File: config.mk
export PLATFORM = sky130hd
export DESIGN_NAME = multicycle_control
export DESIGN_NICKNAME = d
export VERILOG_FILES = /design/src/rtl/multicycle_control.sv
export SDC_FILE = /design/constraint.sdc
export NUM_CORES = 1
export LEC_CHECK = 0
export ABC_AREA = 1
export BUFFER_PORTS_ARGS = -buffer_cell sky130_fd_sc_hd__buf_4
export CAP_MARGIN = 40
export CORE_AREA = 2 2 39 41
export CTS_BUF_LIST = sky130_fd_sc_hd__clkbuf_8
export CTS_CLUSTER_DIAMETER = 120
export CTS_CLUSTER_SIZE = 14
export DETAILED_ROUTE_END_ITERATION = 8
export DIE_AREA = 0 0 41 43
export GPL_TIMING_DRIVEN = 0
export PLACE_DENSITY = 0.65
export SLEW_MARGIN = 20
export SYNTH_ARGS = -nofsm -noshare
export SYNTH_HDL_FRONTEND = slang
export SYNTH_SLANG_ARGS = --single-unit
export TNS_END_PERCENT = 50
File: constraint.sdc
create_clock -name clk -period 1.1 [get_ports clk]
set_input_delay 0.165 -clock clk [delete_from_list [all_inputs] [get_ports clk]]
set_output_delay 0.165 -clock clk [all_outputs]
set_load 0.05 [all_outputs]
File: src/rtl/multicycle_control.sv
// Moore control FSM for the multi-cycle MIPS-lite datapath (R-format, lw, sw, beq).
// State advances on clk; outputs decode the current state, with mem_ready gating only the FETCH load.
module multicycle_control #(
    parameter int OPW = 6
) (
    input  logic           clk,
    input  logic           reset,
    input  logic [OPW-1:0] op,
    input  logic           mem_ready,
    output logic           pcwrite,
    output logic           pcwritecond,
    output logic           iord,
    output logic           memread,
    output logic           memwrite,
    output logic           irwrite,
    output logic           memtoreg,
    output logic           regdst,
    output logic           regwrite,
    output logic           alusrca,
    output logic [1:0]     alusrcb,
    output logic [1:0]     aluop,
    output logic [1:0]     pcsource,
    output logic           illegal,
    output logic [3:0]     state_o
);

    typedef enum logic [3:0] {
        FETCH  = 4'd0,
        DECODE = 4'd1,
        MEMADR = 4'd2,
        MEMRD  = 4'd3,
        MEMWB  = 4'd4,
        MEMWR  = 4'd5,
        EXEC   = 4'd6,
        RWB    = 4'd7,
        BRANCH = 4'd8
    } state_t;

    localparam logic [OPW-1:0] OP_R   = OPW'(6'b000000);
    localparam logic [OPW-1:0] OP_LW  = OPW'(6'b100011);
    localparam logic [OPW-1:0] OP_SW  = OPW'(6'b101011);
    localparam logic [OPW-1:0] OP_BEQ = OPW'(6'b000100);

    state_t r_state;
    state_t w_nextState;

    always_ff @(posedge clk) begin
        if (reset) begin
            r_state <= FETCH;
        end else begin
            r_state <= w_nextState;
        end
    end

    // Unreachable codes 9-15 fall into the default arm and recover to FETCH.
    always_comb begin
        w_nextState = FETCH;
        case (r_state)
            FETCH:   w_nextState = mem_ready ? DECODE : FETCH;
            DECODE: begin
                case (op)
                    OP_R:         w_nextState = EXEC;
                    OP_LW, OP_SW: w_nextState = MEMADR;
                    OP_BEQ:       w_nextState = BRANCH;
                    default:      w_nextState = FETCH;
                endcase
            end
            MEMADR:  w_nextState = (op == OP_SW) ? MEMWR : MEMRD;
            MEMRD:   w_nextState = mem_ready ? MEMWB : MEMRD;
            MEMWR:   w_nextState = mem_ready ? FETCH : MEMWR;
            EXEC:    w_nextState = RWB;
            MEMWB,
            RWB,
            BRANCH:  w_nextState = FETCH;
            default: w_nextState = FETCH;
        endcase
    end

    // Reset forces every output low in the same cycle, so a stalled write is withdrawn at once.
    always_comb begin
        pcwrite     = 1'b0;
        pcwritecond = 1'b0;
        iord        = 1'b0;
        memread     = 1'b0;
        memwrite    = 1'b0;
        irwrite     = 1'b0;
        memtoreg    = 1'b0;
        regdst      = 1'b0;
        regwrite    = 1'b0;
        alusrca     = 1'b0;
        alusrcb     = 2'b00;
        aluop       = 2'b00;
        pcsource    = 2'b00;
        illegal     = 1'b0;
        state_o     = 4'd0;
        if (!reset) begin
            state_o = r_state;
            case (r_state)
                FETCH: begin
                    memread = 1'b1;
                    alusrcb = 2'b01;
                    irwrite = mem_ready;
                    pcwrite = mem_ready;
                end
                DECODE: begin
                    alusrcb = 2'b11;
                    illegal = (op != OP_R) && (op != OP_LW) &&
                              (op != OP_SW) && (op != OP_BEQ);
                end
                MEMADR: begin
                    alusrca = 1'b1;
                    alusrcb = 2'b10;
                end
                MEMRD: begin
                    memread = 1'b1;
                    iord    = 1'b1;
                end
                MEMWB: begin
                    regwrite = 1'b1;
                    memtoreg = 1'b1;
                end
                MEMWR: begin
                    memwrite = 1'b1;
                    iord     = 1'b1;
                end
                EXEC: begin
                    alusrca = 1'b1;
                    aluop   = 2'b10;
                end
                RWB: begin
                    regwrite = 1'b1;
                    regdst   = 1'b1;
                end
                BRANCH: begin
                    alusrca     = 1'b1;
                    aluop       = 2'b01;
                    pcwritecond = 1'b1;
                    pcsource    = 2'b01;
                end
                default: state_o = r_state;
            endcase
        end
    end

endmodule

==> results of run 1 <==
## power by group
group | switching [mW] | leakage [nW] | internal (mW)
clock | 0.0919 | 0.0269 | 0.239
combinational | 0.162 | 0.433 | 0.102
sequential | 0.00642 | 0.0355 | 0.141
## layout by cell type, fill, tap and decap left out, types with 2 or more instances in the layout
cell type,instances
buf_6,19
buf_4,14
nand2_1,7
buf_8,6
clkbuf_8,3
inv_2,5
nand2_2,6
a21oi_2,2
nor2_2,6
nand2_4,3
dfxtp_4,4
a21oi_1,2
nand3_4,2
nor2_1,16
inv_1,6
nor2_4,9
nand3_1,5
a21oi_4,2
## metrics by stage
step / cell area (µm²) / total power, mW
after floorplan: 599 / 0.295
after global placement: 830 / 0.363
after detailed placement: 830 / 0.365
after CTS: 1020 / 0.725
after global routing: 1120 / 0.773
final: 1120 / 0.743
## worst reg2reg max path, delay by kind of cell, from the launching register on
kind	cells	cell delay, ps
buffers and inverters	3	370
AO/OA/AOI/OAI	1	110
flip-flops	1	350
AND/OR/NAND/NOR	4	410
## metal layers
layer  routed length (µm)  global-route usage
met5                    0                   0
met4                   43               0.173
met3                   62                   0
met2                  988               0.356
met1                  572               0.223
## cell type report
cell class                 instances  area, µm²
multi-input combinational         68        502
sequential                         4       95.1
clock inverter                     1       3.75
inverter                          11       43.8
clock buffer                       3       41.3
timing repair buffer              35        368
tap                               16       20.0
buffer                             5       46.3
fill                             102        264
## Yosys cell counts (all sizes together)
master / number / area share
dfxtp: 4 / 0.18
nand2: 16 / 0.14
nor3: 2 / 0.023
o21ai: 3 / 0.034
buf: 4 / 0.068
nor2: 31 / 0.27
nand4: 1 / 0.014
nor3b: 1 / 0.017
nand3: 7 / 0.079
clkbuf: 1 / 0.0085
inv: 11 / 0.093
conb: 1 / 0.0085
a21oi: 6 / 0.068
## cell families (layout without fill, tap and decap cells)
kind of cell	Yosys count	count (layout)
other	1	1
AOI/OAI and AO/OA	9	9
buffers and inverters	16	55
DFF	4	4
and+or+nand+nor	58	58
## final timing paths
kind,end,slack [ps],cells past startpoint
setup / recovery,pcwrite,-390,5
hold / removal,r_state[1],220,2
setup reg to reg,r_state[2],-210,8
hold reg to reg,r_state[3],640,3
## timing repair
| item | 4_1_cts | 5_1_grt |
|---|---|---|
| endpoints found under the setup margin | 23 | 23 |
| hold endpoints to repair | 0 | 0 |
| setup buffers | 3 | 4 |
| resized for setup | 38 | 22 |
| pin swaps | 8 | 11 |
==> impl_metrics.env, run 1 <==
export IMPL_die_area_um2=1760
export IMPL_utilization=0.809
export IMPL_grt_total_usage=0.210
export IMPL_area_growth_pct=154
export IMPL_largest_reg_flops=4
export IMPL_syn_area_um2=442
export IMPL_cp_top_family="simple AND/OR/NAND/NOR gates"
export IMPL_htree_num_levels=1
export IMPL_antenna_found_initial=0
export IMPL_drc=0
export IMPL_synth_area_per_cell_um2=5.02
export IMPL_rows=14
export IMPL_drtAntennaViolNets=0
export IMPL_clk_latency_ps=230
export IMPL_cp_required_ps=940
export IMPL_chipWidth_um=41
export IMPL_start_util=0.319
export IMPL_reg2reg_from="r_state[2]"
export IMPL_gp_congestion=0.825
export IMPL_hold_violations=0
export IMPL_avgRoutedWirePerCell_um=11.7
export IMPL_cp_cell_sequence="nor2_4 > nand2_4 > nor3_4 > buf_6 > buf_8"
export IMPL_hold_slack_ps=220
export IMPL_top_regs="r_state: 4 flops"
export IMPL_grt_pass1_vias=620
export IMPL_via_count=690
export IMPL_cts_tree="built"
export IMPL_viasPerCell=4.83
export IMPL_ys_types=14
export IMPL_numPlacedInstances=132
export IMPL_start_kind="flip-flop"
export IMPL_place_ws_ps=-306
export IMPL_violations="negative setup slack"
export IMPL_first_pass_iters=4
export IMPL_cts_sinks=4
export IMPL_io_pins=30
export IMPL_clk_pin_slew_ps=40
export IMPL_cts_buffers_inserted=3
export IMPL_port_buffers=28
export IMPL_grt_overflow=0
export IMPL_grt_max_degree=11
export IMPL_finalCritPeriodShare=1.35
export IMPL_synth_xor_area_share=0
export IMPL_setup_worst_path_start="r_state[2]"
export IMPL_max_stage_delay_ps=350
export IMPL_cts_max_path_buffers=2
export IMPL_arrival_ps=1320
export IMPL_finalWirelength_mm=1.67
export IMPL_yosysWarnings=0
export IMPL_ys_seq_elements=4
export IMPL_synth_fa_ha_area_frac=0
export IMPL_peakVddDrop_mv=0.757
export IMPL_grt_pass1_wl_mm=2.46
export IMPL_drv_cap=0
export IMPL_setup_ws_ps=-386
export IMPL_drt_initial_drc_count=5
export IMPL_leakagePower_nw=0.495
export IMPL_endpoint_kind="output pin"
export IMPL_synth_seq_area_share=0.181
export IMPL_status="finished, violations left"
export IMPL_core_um2=1380
export IMPL_die_h_um=43
export IMPL_fmax_mhz=673
export IMPL_top_register="r_state"
export IMPL_powerDensity_nw_per_um2=664
export IMPL_slew_viol_final=0
export IMPL_crit_fanout=4
export IMPL_finalSetupTns_ps=-5430
export IMPL_n_antenna_cell=0
export IMPL_clock_root_buffer="clkbuf_8"
export IMPL_holdBufCountCts=0
export IMPL_synth_mux_area_fraction=0
export IMPL_synth_compound_area_frac=0.102
export IMPL_finalNonFillerCells=143
export IMPL_skew_ps=8.68
export IMPL_synth_simple_area_share=0.538
export IMPL_critPathBufInv=2
export IMPL_worst_setup_path_type="flip-flop to output pin"
export IMPL_synth_top_family_by_area="simple AND/OR/NAND/NOR gates"
export IMPL_dp_hpwl_mm=1.11
export IMPL_period_minus_slack_ps=1490
export IMPL_syn_inst=88
export IMPL_fin_nets=137
export IMPL_crit_slowest_cell="dfxtp_4"
export IMPL_synth_fp_nets=97
export IMPL_rsz0062_at_grt="true"
export IMPL_finalSetupViolCount=21
export IMPL_hp_class="input pin to flip-flop"
export IMPL_hold_path_startpoint="reset"
export IMPL_drive_gt1_frac=0.693
(Power assumes the default switching activity.)
==> run 2, diff against run 1 <==
--- a/config.mk
+++ b/config.mk
@@ -6,7 +6,7 @@
 export NUM_CORES = 1
 export LEC_CHECK = 0
 export ABC_AREA = 1
-export BUFFER_PORTS_ARGS = -buffer_cell sky130_fd_sc_hd__buf_4
+export BUFFER_PORTS_ARGS = -buffer_cell sky130_fd_sc_hd__buf_2
 export CAP_MARGIN = 40
 export CORE_AREA = 2 2 39 41
 export CTS_BUF_LIST = sky130_fd_sc_hd__clkbuf_8
==> run 2 against run 1 <==
Net effect:
- the run still ends with negative setup slack left
- register-to-register slack better by 160 ps
- sequential share of layout area is 0.37 points higher
- cell area is 4.1% lower
- global-route usage is 0.34 points lower
- non-clock buffer count is 2 lower
==> impl_metrics.env, run 2 (synthesized netlist as in run 1, its figures left out) <==
export IMPL_fillers=94
export IMPL_endpoint_kind="output pin"
export IMPL_rrSetupSlack_ps=-50
export IMPL_hold_path_end="r_state[3]"
export IMPL_peakVddDrop_mv=0.844
export IMPL_use_met2=0.369
export IMPL_ff2ff_path_depth=6
export IMPL_slew_viol_final=0
export IMPL_grt_pass1_vias=625
export IMPL_arrival_ps=1310
export IMPL_clk_pin_slew_ps=40
export IMPL_design_area_um2=1070
export IMPL_fin_nets=135
export IMPL_die_h_um=43
export IMPL_place_ws_ps=-424
export IMPL_holdBufCountCts=0
export IMPL_htree_num_levels=1
export IMPL_cts_max_path_buffers=2
export IMPL_start_kind="flip-flop"
export IMPL_grt_max_degree=11
export IMPL_setup_ws_ps=-379
export IMPL_hold_depth=3
export IMPL_max_stage_delay_ps=400
export IMPL_finalSetupViolCount=22
export IMPL_die_area_um2=1760
export IMPL_finalNonFillerCells=141
export IMPL_powerDensity_nw_per_um2=666
export IMPL_final_cell_mix="nor2_1, buf_6, nor2_4"
export IMPL_met3_usage=0.0314
export IMPL_period_minus_slack_ps=1480
export IMPL_finalCritPeriodShare=1.34
export IMPL_grt_overflow=0
export IMPL_top_register="r_state"
export IMPL_grt_pass1_wl_mm=2.55
export IMPL_status="finished, violations left"
export IMPL_crit_slowest_cell="dfxtp_4"
export IMPL_rsz0062_at_grt="true"
export IMPL_drive_gt1_frac=0.648
export IMPL_first_pass_iters=4
export IMPL_core_um2=1380
export IMPL_setup_worst_path_start="r_state[1]"
export IMPL_cts_sinks=4
export IMPL_final_common_cell="nor2_1"
export IMPL_port_buffers=28
export IMPL_via_count=667
export IMPL_area_growth_pct=143
export IMPL_skew_ps=4.29
export IMPL_dp_hpwl_mm=1.10
export IMPL_avgRoutedWirePerCell_um=11.8
export IMPL_n_antenna_cell=0
export IMPL_reg2reg_from="r_state[3]"
export IMPL_crit_fanout=4
export IMPL_drc=0
export IMPL_viasPerCell=4.73
export IMPL_top_regs="r_state: 4 flops"
export IMPL_drv_cap=0
export IMPL_clk_latency_ps=220
export IMPL_fmax_mhz=676
export IMPL_largest_reg_flops=4
export IMPL_worst_setup_path_type="flip-flop to output pin"
export IMPL_start_util=0.319
export IMPL_drtAntennaViolNets=0
export IMPL_rows=14
export IMPL_hold_violations=0
export IMPL_cts_buffers_inserted=3
export IMPL_finalWirelength_mm=1.67
export IMPL_hp_class="input pin to flip-flop"
export IMPL_fin_total_pwr_uw=715
export IMPL_cp_cell_sequence="nand2_2 > inv_1 > nand2_1 > a21oi_2 > buf_6"
export IMPL_chipWidth_um=41
export IMPL_clock_root_buffer="clkbuf_8"
export IMPL_drt_initial_drc_count=10
export IMPL_hold_slack_ps=263
export IMPL_r2r_end="r_state[0]"
export IMPL_placed_cell_area_um2=759
export IMPL_grt_total_usage=0.207
export IMPL_cts_tree="built"
export IMPL_busiest_layer="met2"
export IMPL_antenna_found_initial=0
export IMPL_violations="negative setup slack"
export IMPL_gp_congestion=0.790
export IMPL_use_met1=0.225
export IMPL_cp_required_ps=940
export IMPL_numPlacedInstances=132
export IMPL_hold_path_startpoint="op[2]"
export IMPL_io_pins=30
export IMPL_leakagePower_nw=0.479
[run 2: final cells by class]
| type | count | area (µm²) | area share |
|---|---|---|---|
| repair buffers | 33 | 325 | 0.303 |
| clock inverters | 1 | 3.75 | 0.00350 |
| inverters | 11 | 46.3 | 0.0431 |
| flip-flops and latches | 4 | 95.1 | 0.0886 |
| clock buffers | 3 | 41.3 | 0.0385 |
| plain buffers | 5 | 55.1 | 0.0513 |
| multi-input cells | 68 | 487 | 0.453 |
| well taps | 16 | 20.0 | 0.0186 |
[run 2: worst max path at each step]
stage | endpoint | slack [ps] | depth (start not counted)
finish | iord | -380 | 5
global route | pcwrite | -420 | 5
CTS | pcwrite | -360 | 5
detailed placement | pcsource[0] | -420 | 5
global placement | pcsource[0] | -410 | 5
floorplan | pcwrite | -440 | 4
[run 2: critical path, delay by kind of cell (launching register included)]
kind            cells  cell delay (ps)
simple gates        2              230
compound gates      1              180
flops               1              400
buf+inv             2              280
[run 2: power by group]
| group | switching (mW) | total [mW] | internal [mW] |
|---|---|---|---|
| registers | 0.00773 | 0.149 | 0.141 |
| logic | 0.156 | 0.244 | 0.0883 |
| clock network | 0.0833 | 0.322 | 0.239 |
[run 2: repair_timing]
action                                 in CTS  in global routing
pin swaps                                  11                  2
resized for setup                          59                 16
gates cloned                                0                  0
endpoints found under the hold margin       0                  0
setup endpoints to repair                  23                 23
buffers inserted                            3                  2
[run 2: routing by layer]
| layer | vias to the layer above | share of wire |
|---|---|---|
| met5 | - | 0 |
| met4 | 0 | 0.0078 |
| met3 | 2 | 0.034 |
| met2 | 22 | 0.58 |
| met1 | 299 | 0.37 |
| li1 | 344 | - |
[run 2: metrics by stage]
step / util / TNS (ps)
after CTS: 0.728 / -4780
after detailed placement: 0.549 / -5160
after global placement: 0.549 / -4950
final: 0.776 / -5190
after global routing: 0.776 / -6200
after floorplan: - / -4370
